<file path="src/rtl/timing_pkg.sv">
// Shared types and constants for the timestamp scheduler.
// Optional feature macro: TS_TICK_EN (adds tick_i; frame counter advances only on ticks).
package timing_pkg;

  localparam int unsigned ADDR_W_DEF = 9;
  localparam int unsigned DATA_W_DEF = 16;

  // Bank-select encoding shared by writer and reader
  localparam logic SEL_WR0_RD1 = 1'b0;
  localparam logic SEL_WR1_RD0 = 1'b1;

  typedef enum logic [2:0] {
    ST_IDLE,
    ST_SWAP,
    ST_FETCH,
    ST_WAIT,
    ST_END
  } state_e;

endpackage

</file>
<file path="src/rtl/ts_loader.sv">
// Stream loader: writes an incoming timestamp table into the shadow bank.
module ts_loader
  import timing_pkg::*;
#(
  parameter int unsigned ADDR_W = ADDR_W_DEF,
  parameter int unsigned DATA_W = DATA_W_DEF
) (
  input  logic              clk_i,
  input  logic              rstn_i,
  input  logic [DATA_W-1:0] s_data_i,
  input  logic              s_valid_i,
  input  logic              s_last_i,
  output logic              s_ready_o,
  input  logic              consume_i,
  output logic [ADDR_W-1:0] mem_waddr_o,
  output logic [DATA_W-1:0] mem_wdata_o,
  output logic              mem_wen_o,
  output logic              shadow_ready_o,
  output logic [ADDR_W:0]   shadow_len_o
);

  localparam logic [ADDR_W-1:0] WADDR_MAX = '1;

  logic [ADDR_W-1:0] waddr_q;
  logic [ADDR_W:0]   shadow_len_q;
  logic              shadow_ready_q;
  logic              accept_c;

  assign accept_c       = s_valid_i & ~shadow_ready_q;
  assign s_ready_o      = ~shadow_ready_q;
  assign mem_wen_o      = accept_c;
  assign mem_waddr_o    = waddr_q;
  assign mem_wdata_o    = accept_c ? s_data_i : '0;
  assign shadow_ready_o = shadow_ready_q;
  assign shadow_len_o   = shadow_len_q;

  // Write pointer, table length and shadow-full flag
  always_ff @(posedge clk_i) begin
    if (!rstn_i) begin
      waddr_q        <= '0;
      shadow_len_q   <= '0;
      shadow_ready_q <= 1'b0;
    end else if (accept_c) begin
      if (s_last_i || (waddr_q == WADDR_MAX)) begin
        shadow_len_q   <= {1'b0, waddr_q} + (ADDR_W+1)'(1);
        shadow_ready_q <= 1'b1;
        waddr_q        <= '0;
      end else begin
        waddr_q <= waddr_q + ADDR_W'(1);
      end
    end else if (consume_i) begin
      shadow_ready_q <= 1'b0;
    end
  end

endmodule

</file>
<file path="src/rtl/timestamp_scheduler.sv">
// Ping-pong timestamp memory controller: loads tables into the shadow bank and
// plays the active bank back against a free-running frame counter.
// Optional feature macro: TS_TICK_EN (adds tick_i; counter advances only on ticks).
module timestamp_scheduler
  import timing_pkg::*;
#(
  parameter int unsigned ADDR_W = ADDR_W_DEF,
  parameter int unsigned DATA_W = DATA_W_DEF
) (
  input  logic              clk_i,
  input  logic              rstn_i,
`ifdef TS_TICK_EN
  input  logic              tick_i,
`endif
  input  logic              start_i,
  input  logic              stop_i,
  input  logic [DATA_W-1:0] s_data_i,
  input  logic              s_valid_i,
  input  logic              s_last_i,
  output logic              s_ready_o,
  output logic [ADDR_W-1:0] mem_waddr_o,
  output logic [DATA_W-1:0] mem_wdata_o,
  output logic              mem_wen_o,
  output logic              mem_sel_o,
  output logic [ADDR_W-1:0] mem_raddr_o,
  input  logic [DATA_W-1:0] mem_ts_i,
  output logic              trig_o,
  output logic              frame_o,
  output logic              busy_o,
  output logic              shadow_ready_o,
  output logic              err_o
);

  state_e            state_q;
  logic              sel_q;
  logic [ADDR_W-1:0] raddr_q;
  logic [DATA_W-1:0] cnt_q;
  logic [ADDR_W:0]   active_len_q;
  logic              stop_q;
  logic              frame_q;
  logic              err_q;

  logic              shadow_ready_c;
  logic [ADDR_W:0]   shadow_len_c;
  logic              consume_c;
  logic              adv_c;
  logic [DATA_W-1:0] cnt_inc_c;
  logic              hit_c;
  logic              last_c;

  ts_loader #(
    .ADDR_W (ADDR_W),
    .DATA_W (DATA_W)
  ) u_loader (
    .clk_i          (clk_i),
    .rstn_i         (rstn_i),
    .s_data_i       (s_data_i),
    .s_valid_i      (s_valid_i),
    .s_last_i       (s_last_i),
    .s_ready_o      (s_ready_o),
    .consume_i      (consume_c),
    .mem_waddr_o    (mem_waddr_o),
    .mem_wdata_o    (mem_wdata_o),
    .mem_wen_o      (mem_wen_o),
    .shadow_ready_o (shadow_ready_c),
    .shadow_len_o   (shadow_len_c)
  );

`ifdef TS_TICK_EN
  assign adv_c = tick_i;
`else
  assign adv_c = 1'b1;
`endif

  assign consume_c   = (state_q == ST_SWAP);
  assign cnt_inc_c   = adv_c ? (cnt_q + DATA_W'(1)) : cnt_q;
  // ">=" lets a late or duplicate timestamp fire at once instead of waiting a wrap
  assign hit_c       = (cnt_q >= mem_ts_i);
  assign last_c      = ({1'b0, raddr_q} == (active_len_q - (ADDR_W+1)'(1)));

  assign trig_o         = (state_q == ST_WAIT) && hit_c;
  assign busy_o         = (state_q != ST_IDLE);
  assign frame_o        = frame_q;
  assign err_o          = err_q;
  assign mem_sel_o      = sel_q;
  assign mem_raddr_o    = raddr_q;
  assign shadow_ready_o = shadow_ready_c;

  // Playback FSM with frame counter, bank select and stop request
  always_ff @(posedge clk_i) begin
    if (!rstn_i) begin
      state_q      <= ST_IDLE;
      sel_q        <= SEL_WR0_RD1;
      raddr_q      <= '0;
      cnt_q        <= '0;
      active_len_q <= '0;
      stop_q       <= 1'b0;
      frame_q      <= 1'b0;
      err_q        <= 1'b0;
    end else begin
      frame_q <= 1'b0;
      err_q   <= 1'b0;
      if (stop_i && (state_q != ST_IDLE)) begin
        stop_q <= 1'b1;
      end
      case (state_q)
        ST_IDLE: begin
          if (start_i) begin
            if (shadow_ready_c) begin
              state_q <= ST_SWAP;
            end else begin
              err_q <= 1'b1;
            end
          end
        end
        ST_SWAP: begin
          sel_q        <= (sel_q == SEL_WR1_RD0) ? SEL_WR0_RD1 : SEL_WR1_RD0;
          active_len_q <= shadow_len_c;
          raddr_q      <= '0;
          cnt_q        <= '0;
          frame_q      <= 1'b1;
          state_q      <= ST_FETCH;
        end
        ST_FETCH: begin
          cnt_q   <= cnt_inc_c;
          state_q <= ST_WAIT;
        end
        ST_WAIT: begin
          cnt_q <= cnt_inc_c;
          if (hit_c) begin
            if (last_c) begin
              state_q <= ST_END;
            end else begin
              raddr_q <= raddr_q + ADDR_W'(1);
              state_q <= ST_FETCH;
            end
          end
        end
        ST_END: begin
          if (stop_q) begin
            stop_q  <= 1'b0;
            state_q <= ST_IDLE;
          end else if (shadow_ready_c) begin
            state_q <= ST_SWAP;
          end else begin
            raddr_q <= '0;
            cnt_q   <= '0;
            frame_q <= 1'b1;
            state_q <= ST_FETCH;
          end
        end
        default: state_q <= ST_IDLE;
      endcase
    end
  end

endmodule

</file>
<file path="config.mk">
export PLATFORM = sky130hd
export DESIGN_NAME = timestamp_scheduler
export DESIGN_NICKNAME = d
export VERILOG_FILES = /design/src/rtl/timing_pkg.sv /design/src/rtl/ts_loader.sv /design/src/rtl/timestamp_scheduler.sv
export SDC_FILE = /design/constraint.sdc
export NUM_CORES = 1
export LEC_CHECK = 0
export CAP_MARGIN = 0
export CORE_MARGIN = 2
export CORE_UTILIZATION = 40
export CTS_CLUSTER_SIZE = 30
export DETAILED_ROUTE_END_ITERATION = 6
export PLACE_DENSITY_LB_ADDON = 0.25
export SLEW_MARGIN = 20
export SYNTH_ARGS = -nofsm -noshare
export SYNTH_HDL_FRONTEND = slang
export SYNTH_SLANG_ARGS = --single-unit
</file>
<file path="constraint.sdc">
create_clock -name clk_i -period 4.5 [get_ports clk_i]
set_input_delay 0.9 -clock clk_i [delete_from_list [all_inputs] [get_ports clk_i]]
set_output_delay 0.9 -clock clk_i [all_outputs]
set_load 0.02 [all_outputs]
</file>
Word level (Yosys, flattened, before mapping)
Index checks and enable logic that the tools add are counted.
W data, S select, Z words.
Cells by class
  bitwise gates (word level): 2
  reductions and logical operators: 15
  multiplexer cells: 27
  eq/ne operators: 13
  order comparisons: 1
  $add $sub $neg: 5
Operator list (count)
  $mux W16: 3
  $pmux W16 S3: 1
  $mux W9: 5
  $pmux W9 S3: 1
  $add A9 B1 Y9 const B: 2
  $add A16 B1 Y16 const B: 1
  $ge A16 B16 Y1: 1
  $pmux W3 S5: 1
  $mux W3: 4
  $ne A2 B2 Y1 const B: 6
  $add A9 B1 Y10 const B: 1
  $eq A9 B10 Y1: 1
  $sub A10 B1 Y10 const B: 1
  $eq A9 B9 Y1 const B: 1
  $mux W1: 9
  $reduce_and A3 Y1: 3
  $reduce_bool A3 Y1: 3
  $eq A3 B2 Y1 const B: 2
  $reduce_and A5 Y1: 1
  $mux W2: 2
  $reduce_and A2 Y1: 2
  $eq A3 B1 Y1 const B: 1
  $eq A3 B3 Y1 const B: 1
  $logic_not A3 Y1: 1
  other kinds (8): 9
Storage, ports and cells
  output and inout bits: 42
  word-level logic and storage cells: 74
  input port bits: 38
  register bits: 62

Longest topological paths before layout
  word-level depth: 5
  mapped depth: 11
  mapped depth without buffers: 10

Modules after synthesis
From an unflattened synthesis, not the netlist that was laid out.
Second synthesis, totals
  cells, all modules: 445
  area total of the unflattened synthesis: 3671.0 um2
By module, submodules not included
  timestamp_scheduler: cells each 319, area an instance 2656.3 um2, instances 1, seq. area each 840.8 um2
  ts_loader: cells each 126, area an instance 1014.7 um2, instances 1, seq. area each 400.4 um2

Worst setup path after synthesis
OpenSTA, ideal clock, no wires.
  path type: input port to output port
  from: in mem_ts_i[1]
  to: out trig_o
  required time: 3.600 ns
  slack: 1.292 ns
  arrival time: 2.308 ns
  stages on the path: 8
  buffers on the path: 0
  cell sequence: inv_1 > ha_1 > o211ai_1 > a21oi_1 > o41ai_1 > a21boi_0 > o21ai_0 > inv_1
On the way
  cells in the longest elaborated chain, start to end: 2
Ends and longest elaborated chain
  start, declared: RTL line timestamp_scheduler.sv:26  | input logic [DATA_W-1:0] mem_ts_i,
  $ge A16 B16 Y1: RTL line timestamp_scheduler.sv:78  | assign hit_c = (cnt_q >= mem_ts_i);
  $logic_and A1 B1 Y1: RTL line timestamp_scheduler.sv:81  | assign trig_o = (state_q == ST_WAIT) && hit_c;
  end, declared: RTL line timestamp_scheduler.sv:27  | output logic trig_o,
No other way between the ends.

Final worst setup path
Ends and elaborated chain as after synthesis.

==> metrics.yaml <==
run_status:
  status: "complete, no violations"
logic_synthesis:
  synth_edf_count: 0
  synth-seq-cells: 62
  synth_flop_cell: "dfxtp_1"
  synth_cells: 451
  ys_types: 63
  syn_area_per_cell_um2: 8.326
  async_flop_share_pct: 0
  syn-num-nets: 510
  yosysWarningCount: 0
  syn_area_um2: 3755
  seq_area_frac_synth_pct: 33.06
clocking:
  numCtsBuffers: 9
  cts_resized: 0
  clock_path_buffers: 2
  cts_tree: "built"
  cts_num_sinks: 62
  path_clk_slew_ns: 0.06
  htreeDepth: 3
  clk_latency_ns: 0.34
  cts_setup_buffers: 0
  root_buffer: "clkbuf_8"
  postCtsHoldBufs: 0
route:
  routed-via-count: 3367
  viasPerCell: 5.212
  wl_per_cell_um: 13.07
  wl_um: 8441
  drc: 0
  drt_first_pass_iters: 4
  ant_nets: 0
  drt_iter0_drc: 104
placement:
  place.gp.congestion: 0.8358
  post-dp-hpwl_um: 6437
  port_buffers: 79
sta:
  period_needed_ns: 4.256
  hold_ws_ns: 0.4617
  slew_headroom_pct: 44.35
  fin_skew_ns: 0.01060
  slew_violations: 0
  rsz0062_at_grt: "false"
  setup_viol: 0
  worst_pin_slew_ns: 0.8317
  hold_violations: 0
  max_freq_mhz: 235.0
  finalCritPeriodShare_pct: 94.58
  fin_tns_setup_ns: 0
floorplanning:
  ios: 80
  dieHeight_um: 100.9
  dieArea_um2: 10180
  rows: 35
  start_util_pct: 41.03
  core_area_um2: 9153
  die_w_um: 100.9
power_and_ir_drop:
  peakVddDrop_mv: 0.1443
  p_switching_mw: 0.3050
  p_int_mw: 0.9697
  powerDensity_nw_per_um2: 263.0
  p_seq_share_pct: 44.5
  combPwrFrac_pct: 13.1
  swShare_pct: 23.93
  p_leak_nw: 2.067
  p_clk_share_pct: 42.4
min_path:
  hp-class: "reg -> reg"
  hold_start: "u_loader.shadow_len_o[2]"
worst_setup_path:
  worstReg2RegStart: "u_loader.mem_waddr_o[0]"
  cp.arrival_ns: 3.36
  crit_end: "trig_o"
  endpoint_kind: "output pin"
  crit_fanout: 2
  crit_start: "mem_ts_i[1]"
  r2r_cells: 9
  reg2reg_setup_slack_ns: 2.03
  critical_path_class: "in -> out"
  required_ns: 3.60
  crit_path_start_kind: "primary input"
  r2r_end: "u_loader.shadow_len_o[3]"
finish:
  drive_gt1_share_pct: 7.664
  syn_to_final_growth_pct: 29.09
  antenna_cells: 0
  fin_nets: 589
grt:
  grt_pass1_wl_um: 14690
  grt_pass1_vias: 3387
  track_usage_pct: 17.63
  antenna_found_initial: 0
  grt-ovfl-total: 0
  grt_max_degree: 37
job:
  maxCapViolCount: 0
[worst min path at each step]
stage               depth (start not counted)                  endpoint
detailed placement                          2  u_loader.shadow_len_o[1]
global placement                            2           active_len_q[4]
global route                                2  u_loader.shadow_len_o[8]
CTS                                         2  u_loader.shadow_len_o[1]
finish                                      2           active_len_q[2]
floorplan                                   2           active_len_q[2]
[registers in the layout (all words and copies together), names as in the netlist, 3 cells and up]
register,flops
u_loader.mem_waddr_o,9
cnt_q,16
u_loader.shadow_len_o,10
active_len_q,10
mem_raddr_o,9
state_q,3
[power groups by stage]
| stage | clock network, mW | logic, mW | registers [mW] |
|---|---|---|---|
| global placement | 0 | 0.166 | 0.579 |
| detailed placement | 0 | 0.168 | 0.580 |
| CTS | 0.550 | 0.169 | 0.567 |
| global route | 0.576 | 0.184 | 0.568 |
| floorplan | 0 | 0.0916 | 0.581 |
| finish | 0.540 | 0.167 | 0.567 |
[stage by stage]
stage / power [mW] / area [µm²] / utilization [%] / std cells / worst slack, ns
after global routing: 1.328 / 4847 / 52.96 / 646 / 0.05887
final: 1.275 / 4847 / 52.96 / 646 / 0.2440
after detailed placement: 0.7475 / 4632 / 50.61 / 630 / 0.1717
after floorplan: 0.6725 / 3755 / - / 451 / 1.292
after CTS: 1.287 / 4847 / 52.96 / 646 / 0.2229
after global placement: 0.7454 / 4632 / 50.61 / 630 / 0.1994
[cell families after synthesis]
group,count (synthesis),synth area share (%)
simple gates,204,29.19
xor+xnor,30,6.998
fa+ha+maj,21,6.998
mux,5,1.333
compound gates,85,17.33
buf+inv,44,5.098
flops,62,33.06
[per-layer routing]
| layer | share of wire, % | vias to the layer above | routed length (µm) | global-route usage, % |
|---|---|---|---|---|
| met5 | 0 | - | 0 | 0 |
| met4 | 1.1 | 0 | 97 | 4.110 |
| met3 | 5.6 | 11 | 473 | 6.103 |
| met2 | 49 | 83 | 4139 | 32.56 |
| met1 | 44 | 1551 | 3731 | 19.23 |
| li1 | - | 1722 | - | - |
[Yosys cell counts (3+ instances only)]
| master | instances | area (µm²) |
|---|---|---|
| a211oi_1 | 3 | 22.52 |
| a21boi_0 | 14 | 105.1 |
| a21oi_1 | 13 | 65.06 |
| a22oi_1 | 5 | 37.54 |
| and2_1 | 26 | 162.7 |
| and3_1 | 13 | 81.33 |
| buf_6 | 3 | 33.78 |
| clkbuf_1 | 11 | 41.29 |
| dfxtp_1 | 62 | 1241 |
| ha_1 | 21 | 262.8 |
| inv_1 | 29 | 108.9 |
| mux2i_1 | 5 | 50.05 |
| nand2_1 | 65 | 244.0 |
| nand3_1 | 17 | 85.08 |
| nand4_1 | 7 | 43.79 |
| nor2_1 | 31 | 116.4 |
| nor2_2 | 3 | 18.77 |
| nor2b_1 | 9 | 56.30 |
| nor3_1 | 7 | 35.03 |
| o211a_1 | 6 | 60.06 |
| o21ai_0 | 16 | 80.08 |
| or2_2 | 5 | 31.28 |
| or3_1 | 3 | 18.77 |
| xnor2_1 | 11 | 96.34 |
| xor2_1 | 19 | 166.4 |
[cell type report]
| class | count | area (µm²) |
|---|---|---|
| fill | 865 | 4305 |
| clock buffer | 12 | 145.1 |
| clock inverter | 4 | 70.07 |
| tap | 111 | 138.9 |
| sequential | 62 | 1241 |
| multi-input combinational | 345 | 2322 |
| inverter | 29 | 108.9 |
| timing repair buffer | 83 | 820.8 |
[worst max-delay path, cell delays in order]
cell	delay, ns
clkdlybuf4s50_1	0.45
inv_1	0.04
ha_1	0.28
o211ai_1	0.16
a21oi_1	0.06
o41ai_1	0.33
buf_4	0.18
a21boi_0	0.09
o21ai_0	0.26
inv_1	0.07
clkdlybuf4s50_1	0.54
[layout by cell type (no fill, tap or decap), types with 16 or more instances in the layout]
| master | n |
|---|---|
| and2_1 | 26 |
| clkdlybuf4s50_1 | 79 |
| dfxtp_1 | 62 |
| ha_1 | 21 |
| inv_1 | 29 |
| nand2_1 | 65 |
| nand3_1 | 17 |
| nor2_1 | 31 |
| o21ai_0 | 16 |
| xor2_1 | 19 |
Note: power is estimated with default switching activity, not from simulation.
